<file path="src/rtl/mem_access_stage.sv">
// MEM pipeline stage: issues loads/stores on a req/ack data-memory port and
// registers the write-back fields, stalling upstream while an access is pending.
module mem_access_stage #(
   parameter int unsigned TIMEOUT_CYCLES = 16
) (
   input  logic        clk_i,
   input  logic        rst_i,
   input  logic [31:0] pc_next4_i,
   input  logic [63:0] ex_res_i,
   input  logic [63:0] rr_data2_i,
   input  logic [4:0]  rd_i,
   input  logic        regwrite_i,
   input  logic        memread_i,
   input  logic        memwrite_i,
   input  logic        memtoreg_i,
   input  logic        jump_i,
   input  logic [1:0]  size_i,
   input  logic        unsigned_i,
   output logic        dmem_req_o,
   output logic        dmem_we_o,
   output logic [63:0] dmem_addr_o,
   output logic [63:0] dmem_wdata_o,
   output logic [7:0]  dmem_be_o,
   input  logic        dmem_ack_i,
   input  logic [63:0] dmem_rdata_i,
   output logic        stall_o,
   output logic [63:0] wb_data_o,
   output logic [4:0]  rd_o,
   output logic        regwrite_o,
   output logic        valid_o,
   output logic        misalign_o,
   output logic        timeout_o
);

   localparam int unsigned CntW = (TIMEOUT_CYCLES > 1) ? $clog2(TIMEOUT_CYCLES) : 1;
   localparam logic [CntW-1:0] CntLast = CntW'(TIMEOUT_CYCLES - 1);

   typedef enum logic [0:0] {StIdle, StWait} state_e;

   state_e          state_q;
   logic [CntW-1:0] cnt_q;
   logic [2:0]      off_q;
   logic [1:0]      size_q;
   logic            uns_q;
   logic            memtoreg_q;
   logic            regwrite_q;
   logic [4:0]      rd_q;

   logic            access;
   logic            aligned;
   logic [7:0]      size_mask;
   logic [63:0]     rshift;
   logic [63:0]     load_data;

   assign access = memread_i | memwrite_i;

   always_comb begin
      case (size_i)
         2'd0:    begin aligned = 1'b1;             size_mask = 8'h01; end
         2'd1:    begin aligned = ~ex_res_i[0];     size_mask = 8'h03; end
         2'd2:    begin aligned = ~|ex_res_i[1:0];  size_mask = 8'h0F; end
         default: begin aligned = ~|ex_res_i[2:0];  size_mask = 8'hFF; end
      endcase
   end

   assign stall_o = ((state_q == StIdle) & access & aligned) |
                    ((state_q == StWait) & ~dmem_ack_i & (cnt_q != CntLast));

   // Move the addressed lane down to bit 0, then extend to 64 bits.
   always_comb begin
      rshift = dmem_rdata_i >> {off_q, 3'b000};
      case (size_q)
         2'd0:    load_data = {{56{~uns_q & rshift[7]}},  rshift[7:0]};
         2'd1:    load_data = {{48{~uns_q & rshift[15]}}, rshift[15:0]};
         2'd2:    load_data = {{32{~uns_q & rshift[31]}}, rshift[31:0]};
         default: load_data = rshift;
      endcase
   end

   always_ff @(posedge clk_i or posedge rst_i) begin
      if (rst_i) begin
         state_q      <= StIdle;
         cnt_q        <= '0;
         off_q        <= '0;
         size_q       <= '0;
         uns_q        <= 1'b0;
         memtoreg_q   <= 1'b0;
         regwrite_q   <= 1'b0;
         rd_q         <= '0;
         dmem_req_o   <= 1'b0;
         dmem_we_o    <= 1'b0;
         dmem_addr_o  <= '0;
         dmem_wdata_o <= '0;
         dmem_be_o    <= '0;
         wb_data_o    <= '0;
         rd_o         <= '0;
         regwrite_o   <= 1'b0;
         valid_o      <= 1'b0;
         misalign_o   <= 1'b0;
         timeout_o    <= 1'b0;
      end else begin
         valid_o    <= 1'b0;
         misalign_o <= 1'b0;
         timeout_o  <= 1'b0;
         case (state_q)
            StIdle: begin
               if (!access) begin
                  wb_data_o  <= jump_i ? {32'b0, pc_next4_i} : ex_res_i;
                  rd_o       <= rd_i;
                  regwrite_o <= regwrite_i;
                  valid_o    <= regwrite_i;
               end else if (!aligned) begin
                  wb_data_o  <= ex_res_i;
                  rd_o       <= rd_i;
                  regwrite_o <= 1'b0;
                  valid_o    <= 1'b1;
                  misalign_o <= 1'b1;
               end else begin
                  state_q      <= StWait;
                  cnt_q        <= '0;
                  dmem_req_o   <= 1'b1;
                  dmem_we_o    <= memwrite_i & ~memread_i;
                  dmem_addr_o  <= {ex_res_i[63:3], 3'b000};
                  dmem_wdata_o <= rr_data2_i << {ex_res_i[2:0], 3'b000};
                  dmem_be_o    <= size_mask << ex_res_i[2:0];
                  off_q        <= ex_res_i[2:0];
                  size_q       <= size_i;
                  uns_q        <= unsigned_i;
                  memtoreg_q   <= memtoreg_i;
                  regwrite_q   <= regwrite_i;
                  rd_q         <= rd_i;
                  regwrite_o   <= 1'b0;
               end
            end
            StWait: begin
               // An ack in the final counted cycle still completes normally.
               if (dmem_ack_i) begin
                  state_q    <= StIdle;
                  dmem_req_o <= 1'b0;
                  valid_o    <= 1'b1;
                  rd_o       <= rd_q;
                  regwrite_o <= regwrite_q;
                  wb_data_o  <= (!dmem_we_o && memtoreg_q) ? load_data
                                                           : {dmem_addr_o[63:3], off_q};
               end else if (cnt_q == CntLast) begin
                  state_q    <= StIdle;
                  dmem_req_o <= 1'b0;
                  valid_o    <= 1'b1;
                  timeout_o  <= 1'b1;
                  rd_o       <= rd_q;
                  regwrite_o <= 1'b0;
               end else begin
                  cnt_q <= cnt_q + CntW'(1);
               end
            end
            default: state_q <= StIdle;
         endcase
      end
   end

endmodule

</file>
<file path="config.mk">
export PLATFORM = sky130hd
export DESIGN_NAME = mem_access_stage
export DESIGN_NICKNAME = d
export VERILOG_FILES = /design/src/rtl/mem_access_stage.sv
export SDC_FILE = /design/constraint.sdc
export NUM_CORES = 1
export LEC_CHECK = 0
export ABC_AREA = 1
export CAP_MARGIN = 20
export CELL_PAD_IN_SITES_DETAIL_PLACEMENT = 1
export CELL_PAD_IN_SITES_GLOBAL_PLACEMENT = 1
export CORE_UTILIZATION = 35
export CTS_CLUSTER_SIZE = 16
export DETAILED_ROUTE_END_ITERATION = 10
export PLACE_DENSITY = 0.84
export SYNTH_ARGS = -nofsm -noshare
export SYNTH_HDL_FRONTEND = slang
export SYNTH_SLANG_ARGS = --single-unit
</file>
<file path="constraint.sdc">
create_clock -name clk_i -period 19.4 [get_ports clk_i]
set_clock_uncertainty 0.05 [all_clocks]
set_input_delay 2.91 -clock clk_i [delete_from_list [all_inputs] [get_ports clk_i]]
set_output_delay 2.91 -clock clk_i [all_outputs]
set_load 0.005 [all_outputs]
</file>
# == Word-level counts from Yosys, hierarchy flattened ==
# Cells that the tools add are included.
# word_totals
out_inout_bits,212
ff_bits,226
word_cells,105
input_bits,240
# classes
shifts,3
addsub,1
n_reduce_logical,13
eq_ne,13
n_bitwise,15
n_mux,41
# ops
cell,count
$mux 64,5
$pmux 64 s3,1
$pmux 64 s2,1
$shl 64x6->64,1
$shr 64x6->64,1
$pmux 8 s3,1
$mux 5,4
$mux 1,18
$mux 4,4
$ne 2x2->1 const B,5
$pmux 5 s2,1
$and 1x1->1,8
$pmux 1 s2,4
$pmux 4 s2,1
$shl 8x3->8,1
$reduce_and 3->1,2
$not 1->1,5
$add 4x1->4 const B,1
$eq 2x1->1 const B,2
$eq 2x2->1 const B,2
$eq 4x4->1 const B,1
$logic_not 2->1,2
$ne 4x4->1 const B,1
$reduce_and 2->1,2
other kinds (9),12

# == Longest topological paths before layout ==
# depth
depth_word,6
mapped_depth,12
ltp_nobuf,11

# == Worst setup path before layout ==
# OpenSTA, ideal clock, no wires.
# synth_timing
path_kind,input to output
start,input ex_res_i[0]
end,output stall_o
required_time_ns,16.440
arrival_ns,3.635
setup_slack_ns,12.805
cell_stages,6
n_path_buf,1
path_cell_list,buf_4 inv_4 nand2_2 o211ai_4 nand2_4 nand2_2
# synth_between
elab_chain_len,5
elab_cells_between_ends,8
classes_between,mux: 1; bitwise: 3; reduce/logical: 4
# synth_rtl
element,line,rtl
"start, declared",9,"input logic [63:0] ex_res_i,"
$reduce_or 3->1 / $reduce_or 2->1 (equally long branches),"62, 61",
"$logic_not 1->1, on equally long branches","62, 61",
$pmux 1 s3 *,58,case (size_i)
$and 1x1->1 *,66,assign stall_o = ((state_q == StIdle) & access & aligned) |
$or 1x1->1 *,66,
"end, declared",26,"output logic stall_o,"
# Mark *: on every way between the ends. The rest lies on a longest branch, timed or not.

# == Worst setup path in the final report ==
# Ends and elaborated chain as after synthesis.

==> summary.txt <==
Number of nets with antenna violations after routing: 0
Die area: 40690 sq um
Sink Count: 226
Hold path depth: 2
First-pass GRT wire length: 102.1 mm
Register area share after synthesis: 40.51%
Synth unique cells: 39
Rel. slew slack: 22.63%
Post-CTS Setup Bufs: 0
Average cell area after synthesis: 6.629 sq um
Largest net degree at the start of global routing: 114
Port bufs: 448
Startpoint Class: input port
Setup violators final: 0
Tot Pwr: 2.274 mW
Core area: 39010 sq um
EDFF count, synth: 0
Hpwl dp: 48.61 mm
Async SR Flop Fraction: 100.0%
Initial antenna violation count: 12
Post-Syn Area: 13960 sq um
DRC: 0
HP Start: dmem_be_o[0]
Crit end category: primary output
Flops & latches, synth: 226
Setup_tns: 0 ns
Vias per cell: 5.484
Drt wl/cell: 22.41 um
Peak supply drop: 0.00008596 V
CTS max path bufs: 3
FF-to-FF path depth: 9
Area grow syn2layout: 40.74%
PwrDens: 115.7 nW/um^2
Layout cells sized above 1: 3.958%
Worst-Margin Slew: 1.161 ns
Reg-to-Reg Start: off_q[2]
Total placed cells including tap cells: 2938
Final Max Tran Viols: 0
CP arrival: 5.70 ns
Fin util: 50.37%
Status: completed
Nets: 2695
Worst-path fanout max: 113
Crit path required time: 16.44 ns
Most common flop cell mapped by yosys: dfrtp_1
Clock root cell: clkbuf_16
Die height: 201.7 um
Chip width: 201.7 um
Max Cap Violations: 0
# IOs: 452
Clock slew at reported path FFs: 0.06 ns
Fin cells: 3002
Hold EP: dmem_be_o[0]
CTS tree: done
R2R setup slack: 15.49 ns
Yosys top cell area share: 40.51%
Htree depth: 1
Dominant cell type by area after synthesis: dfrtp_1
TritonRoute pass-1 iters: 5
Post-route clock period utilization: 44.62%
Synth area leaders: dfrtp_1, nand2_1, nor2_1
Number of hold buffers added after CTS: 0
Via count: 16460
Clock Latency Late Sink: 0.55 ns
Total CTS buffers: 28
Fillers: 4981
Post-route minimum period: 8.656 ns
GP Congestion: 1.003
Post-CTS Resized: 0
Mapped Cells: 2106
Floorplan row count: 72
R2r endpoint: wb_data_o[37]
RSZ-0062 raised after global routing: false
Starting density of the core: 35.79%
Leak: 9.008 nW
Final hold viol count: 0
Tightest Hold Check Type: register to register
Crit Path Category: input port to primary output
Routed WL: 67.26 mm
Starting DRT DRC Count: 1258
GRT overflow: 0
Max Freq: 0.1155 GHz
Number of global-route vias before repair: 17000
Synth Warn #: 0
Global-route usage over all layers: 32.46%
==> cell families (layout without fill, tap and decap cells) <==
group	Yosys count	count (layout)	share of synthesized area [%]
compound gates	399	399	15.25
simple gates	1174	1174	34.21
flops	226	226	40.51
mux	15	15	1.075
other cells	1	11	0.02686
xor+xnor	1	1	0.06275
fa+ha+maj	1	1	0.08961
buf+inv	289	657	8.774
==> how the worst max path moves through the flow <==
| stage | cells past startpoint | slack (ns) | endpoint | startpoint |
|---|---|---|---|---|
| after floorplan | 1 | 10.25 | cnt_q[0] | rst_i |
| after global placement | 8 | 10.88 | stall_o | ex_res_i[0] |
| after detailed placement | 8 | 10.76 | stall_o | ex_res_i[0] |
| after CTS | 8 | 10.77 | stall_o | ex_res_i[0] |
| after global routing | 8 | 10.57 | stall_o | ex_res_i[0] |
| final | 8 | 10.74 | stall_o | ex_res_i[0] |
==> synthesized netlist by cell type (3+ instances only) <==
| cell | n |
|---|---|
| o311ai_0 | 4 |
| a31oi_1 | 18 |
| a22o_1 | 6 |
| buf_6 | 5 |
| nor3_1 | 34 |
| a21oi_1 | 141 |
| mux2i_1 | 15 |
| nand2_1 | 648 |
| o211ai_1 | 8 |
| o21ai_1 | 12 |
| o21ai_0 | 190 |
| buf_1 | 7 |
| nand3_1 | 164 |
| clkbuf_1 | 79 |
| inv_2 | 7 |
| buf_2 | 59 |
| buf_4 | 7 |
| nand2_2 | 3 |
| nor2_1 | 286 |
| dfrtp_1 | 226 |
| nand4_1 | 32 |
| o22ai_1 | 12 |
| inv_1 | 122 |
| a22oi_1 | 3 |
==> final cells by class <==
cell class,instances,area [sq um],area share (%)
timing repair buffer,473,4687,23.85
inverter,132,506.7,2.579
clock buffer,39,843.3,4.292
multi-input combinational,1593,7107,36.17
tap,518,648.1,3.299
clock inverter,13,180.2,0.9170
antenna,8,20.02,0.1019
sequential,226,5657,28.79
==> layer usage <==
metal  GRT usage [%]  wire length [um]  up-vias
met5               0                67        -
met4           12.64              2761       10
met3           5.232              4109      143
met2           54.52             32420      602
met1           41.67             27900     8171
li1                -                 -     7538
==> where the power goes <==
part           leakage (nW)  internal (mW)  switching [mW]  total (mW)
logic                  5.72          0.426           0.543       0.968
clock network         0.510          0.356           0.227       0.584
registers              2.78          0.606           0.115       0.722
total                  9.01           1.39           0.885        2.27
==> sequential cells by signal (all words and copies together), names as in the netlist <==
| name | flops |
|---|---|
| timeout_o | 1 |
| misalign_o | 1 |
| rd_o | 5 |
| dmem_be_o | 8 |
| dmem_addr_o | 61 |
| regwrite_o | 1 |
| size_q | 2 |
| dmem_wdata_o | 64 |
| memtoreg_q | 1 |
| state_q | 1 |
| off_q | 3 |
| cnt_q | 4 |
| wb_data_o | 64 |
| dmem_we_o | 1 |
| regwrite_q | 1 |
| uns_q | 1 |
| dmem_req_o | 1 |
| valid_o | 1 |
| rd_q | 5 |
==> through the flow <==
stage	setup WS [ns]	hold WS (ns)	area, sq um
global placement	10.88	0.4136	18560
CTS	10.77	0.4316	19580
floorplan	10.25	0.4029	13970
finish	10.74	0.4309	19650
global route	10.57	0.4490	19650
detailed placement	10.76	0.4155	18560
==> worst max-delay path: stages <==
cell	delay, ns
buf_2	0.08
buf_4	0.56
inv_4	0.37
o21ai_2	0.32
o211ai_4	0.17
nand2_8	0.49
nand2_2	0.17
clkdlybuf4s50_1	0.51
==> placed cells by master (no fill, tap or decap), types with 3 or more instances in the layout <==
| cell | instances |
|---|---|
| o21ai_0 | 190 |
| conb_1 | 3 |
| clkbuf_16 | 29 |
| bufinv_16 | 4 |
| nor2_1 | 285 |
| nand2_1 | 647 |
| o21ai_1 | 12 |
| o211ai_1 | 8 |
| clkdlybuf4s50_1 | 447 |
| inv_2 | 7 |
| buf_4 | 23 |
| a22o_1 | 6 |
| clkbuf_8 | 8 |
| nor2_4 | 3 |
| a21oi_1 | 141 |
| nand3_1 | 164 |
| nand2_2 | 4 |
| a31oi_1 | 18 |
| clkinv_4 | 3 |
| nor3_1 | 34 |
| diode_2 | 8 |
| o311ai_0 | 4 |
| o22ai_1 | 12 |
| inv_1 | 120 |
| clkinv_2 | 6 |
| nand4_1 | 32 |
| mux2i_1 | 15 |
| dfrtp_1 | 225 |
| a22oi_1 | 3 |
(Power assumes the default switching activity.)
==> RTL edit, RTL diff (same flow settings) <==
The parameter `TIMEOUT_CYCLES` goes from 16 to 32.
--- a/src/rtl/mem_access_stage.sv
+++ b/src/rtl/mem_access_stage.sv
@@ -1,7 +1,7 @@
 // MEM pipeline stage: issues loads/stores on a req/ack data-memory port and
 // registers the write-back fields, stalling upstream while an access is pending.
 module mem_access_stage #(
-   parameter int unsigned TIMEOUT_CYCLES = 16
+   parameter int unsigned TIMEOUT_CYCLES = 32
 ) (
    input  logic        clk_i,
    input  logic        rst_i,
Function: same outputs for any inputs over 4 cycles, from zero or initial values and one cycle with rst_i high; that may be too few to reach the edited logic, so the function may still have changed.
==> RTL edit against the original RTL <==
- clock power decreased by 11%
- global-route usage is 0.77 points lower
- sequential cell count up 1
- final area down 0.92%
- via count shrank 0.93%
- utilization down 0.46 points
- total power fell by 2.8%
- synthesized area hardly changed
- worst setup slack got worse by 370 ps
- routed wire length is 2.2% lower
==> RTL edit: results (changes against the original RTL) <==
metric,value,unit,change
post-detailed-route wirelength per cell,22.1,um,-1.5%
Nets,2683,,-0.45%
static leakage,8.85,nW,-1.8%
pin count of the biggest net entering global routing,115,,+0.88%
Int Power,0.00134,W,-3.4%
CP arrival,6060,ps,+360 ps
maximum vdd ir drop,68.8,uV,-20%
antenna violations before repair,7,,-5
Root Buffer Master,clkbuf_16,,
vias in the first global route,16918,,-0.50%
Fin Hold WS,433,ps,+1.87 ps
Final HPWL DP,47.5,mm,-2.3%
r2r setup slk,15570,ps,+80 ps
post-DR vias/cell,5.47,,-0.26%
placement-stage worst setup slack,10380,ps,-383 ps
placer's final routability congestion estimate,1.00,,-0.34%
fraction of the yosys area taken by sequential cells,40.7,%,+0.20 points
GR Util All Layers,31.7,%,-0.77 points
most common library cells after synthesis,"nand2_1, nor2_1, dfrtp_1",,
number of distinct library cells after synthesis,31,,-21%
count of routing violations after the opening detailed-route iteration,1056,,-16%
result of the run,"finished, final reports clean",,
ratio of final minimum period to clock period,46.5,%,+1.9 points
slowest cell delay on critical path,600,ps,+40 ps
global-route wire length before repair,100,mm,-1.9%
cell type of the slowest stage on the worst timing path,inv_2,,
CP max FO,114,,+0.88%
synth top area cells,"dfrtp_1, nand2_1, nor2_1",,
fraction of final layout cells sized beyond drive strength 1,3.33,%,-0.62 points
RTL edit: changes by cell type after synthesis, sizes merged, moves of 4 or more:
cell    delta
nand2     -26
a31oi      +9
buf        +9
o22ai      -8
clkbuf     -7
mux2i      +7
nor2       +5
a22o       +4
o21ai      +4
o311ai     -4
RTL edit: power groups by stage:
stage,combinational [W],sequential (W),clock (W)
4_1_cts,0.000962,0.000728,0.000526
3_3_place_gp,0.000931,0.000728,0
6_report,0.000964,0.000730,0.000517
2_1_floorplan,0.000453,0.000704,0
3_5_place_dp,0.000954,0.000733,0
5_1_grt,0.00105,0.000744,0.000543
RTL edit: stage by stage:
| stage | power [W] | cells | instance area [um^2] |
|---|---|---|---|
| after floorplan | 0.00116 | 2099 | 14000 |
| after global placement | 0.00166 | 2929 | 18600 |
| after detailed placement | 0.00169 | 2929 | 18600 |
| after CTS | 0.00222 | 2977 | 19500 |
| after global routing | 0.00233 | 2981 | 19500 |
| final | 0.00221 | 2982 | 19500 |
RTL edit: metal layers:
layer | track usage, % | part of all wire, % | vias to the layer above
li1 | - | - | 7504
met1 | 39.9 | 41 | 8117
met2 | 54.3 | 48 | 571
met3 | 5.78 | 6.7 | 115
met4 | 10.9 | 3.4 | 4
met5 | 0 | 0.038 | -
RTL edit: path summary, 6_finish.rpt:
kind / start / to / cells after the start
max: ex_res_i[0] / stall_o / 8
min: dmem_wdata_o[0]$_DFFE_PP0P_ / dmem_wdata_o[0]$_DFFE_PP0P_ / 2
max reg2reg: state_q$_DFF_PP0_ / wb_data_o[61]$_DFFE_PP0P_ / 10
min reg2reg: dmem_wdata_o[0]$_DFFE_PP0P_ / dmem_wdata_o[0]$_DFFE_PP0P_ / 2
max in group asynchronous: rst_i / dmem_addr_o[36]$_DFFE_PP0P_ / 4
min in group asynchronous: rst_i / dmem_addr_o[15]$_DFFE_PP0P_ / 2
RTL edit: kinds of logic (layout without fill, tap and decap cells):
logic type / Yosys count / in the layout / share of synthesized area (%)
AND/OR/NAND/NOR: 1152 / 1152 / 33.4
AO/OA/AOI/OAI: 402 / 402 / 15.3
buffers and inverters: 289 / 649 / 8.69
flip-flops: 227 / 227 / 40.7
multiplexers: 22 / 22 / 1.58
adder cells (fa/ha/maj): 2 / 2 / 0.179
XOR/XNOR: 2 / 2 / 0.126
other: 1 / 8 / 0.0269
RTL edit: area by class of cell:
| type | instances | area (um^2) |
|---|---|---|
| flip-flops and latches | 227 | 5680 |
| inverters | 130 | 497 |
| repair buffers | 471 | 4650 |
| clock inverters | 6 | 96.3 |
| fillers | 4953 | 19500 |
| diodes | 5 | 12.5 |
| well taps | 518 | 648 |
| clock buffers | 42 | 783 |
| multi-input cells | 1583 | 7100 |
RTL edit: worst min-delay path, cell delays in order (launching register included):
cell and delay [ps]:
dfrtp_1 340, nand2_1 50, nand2_1 50
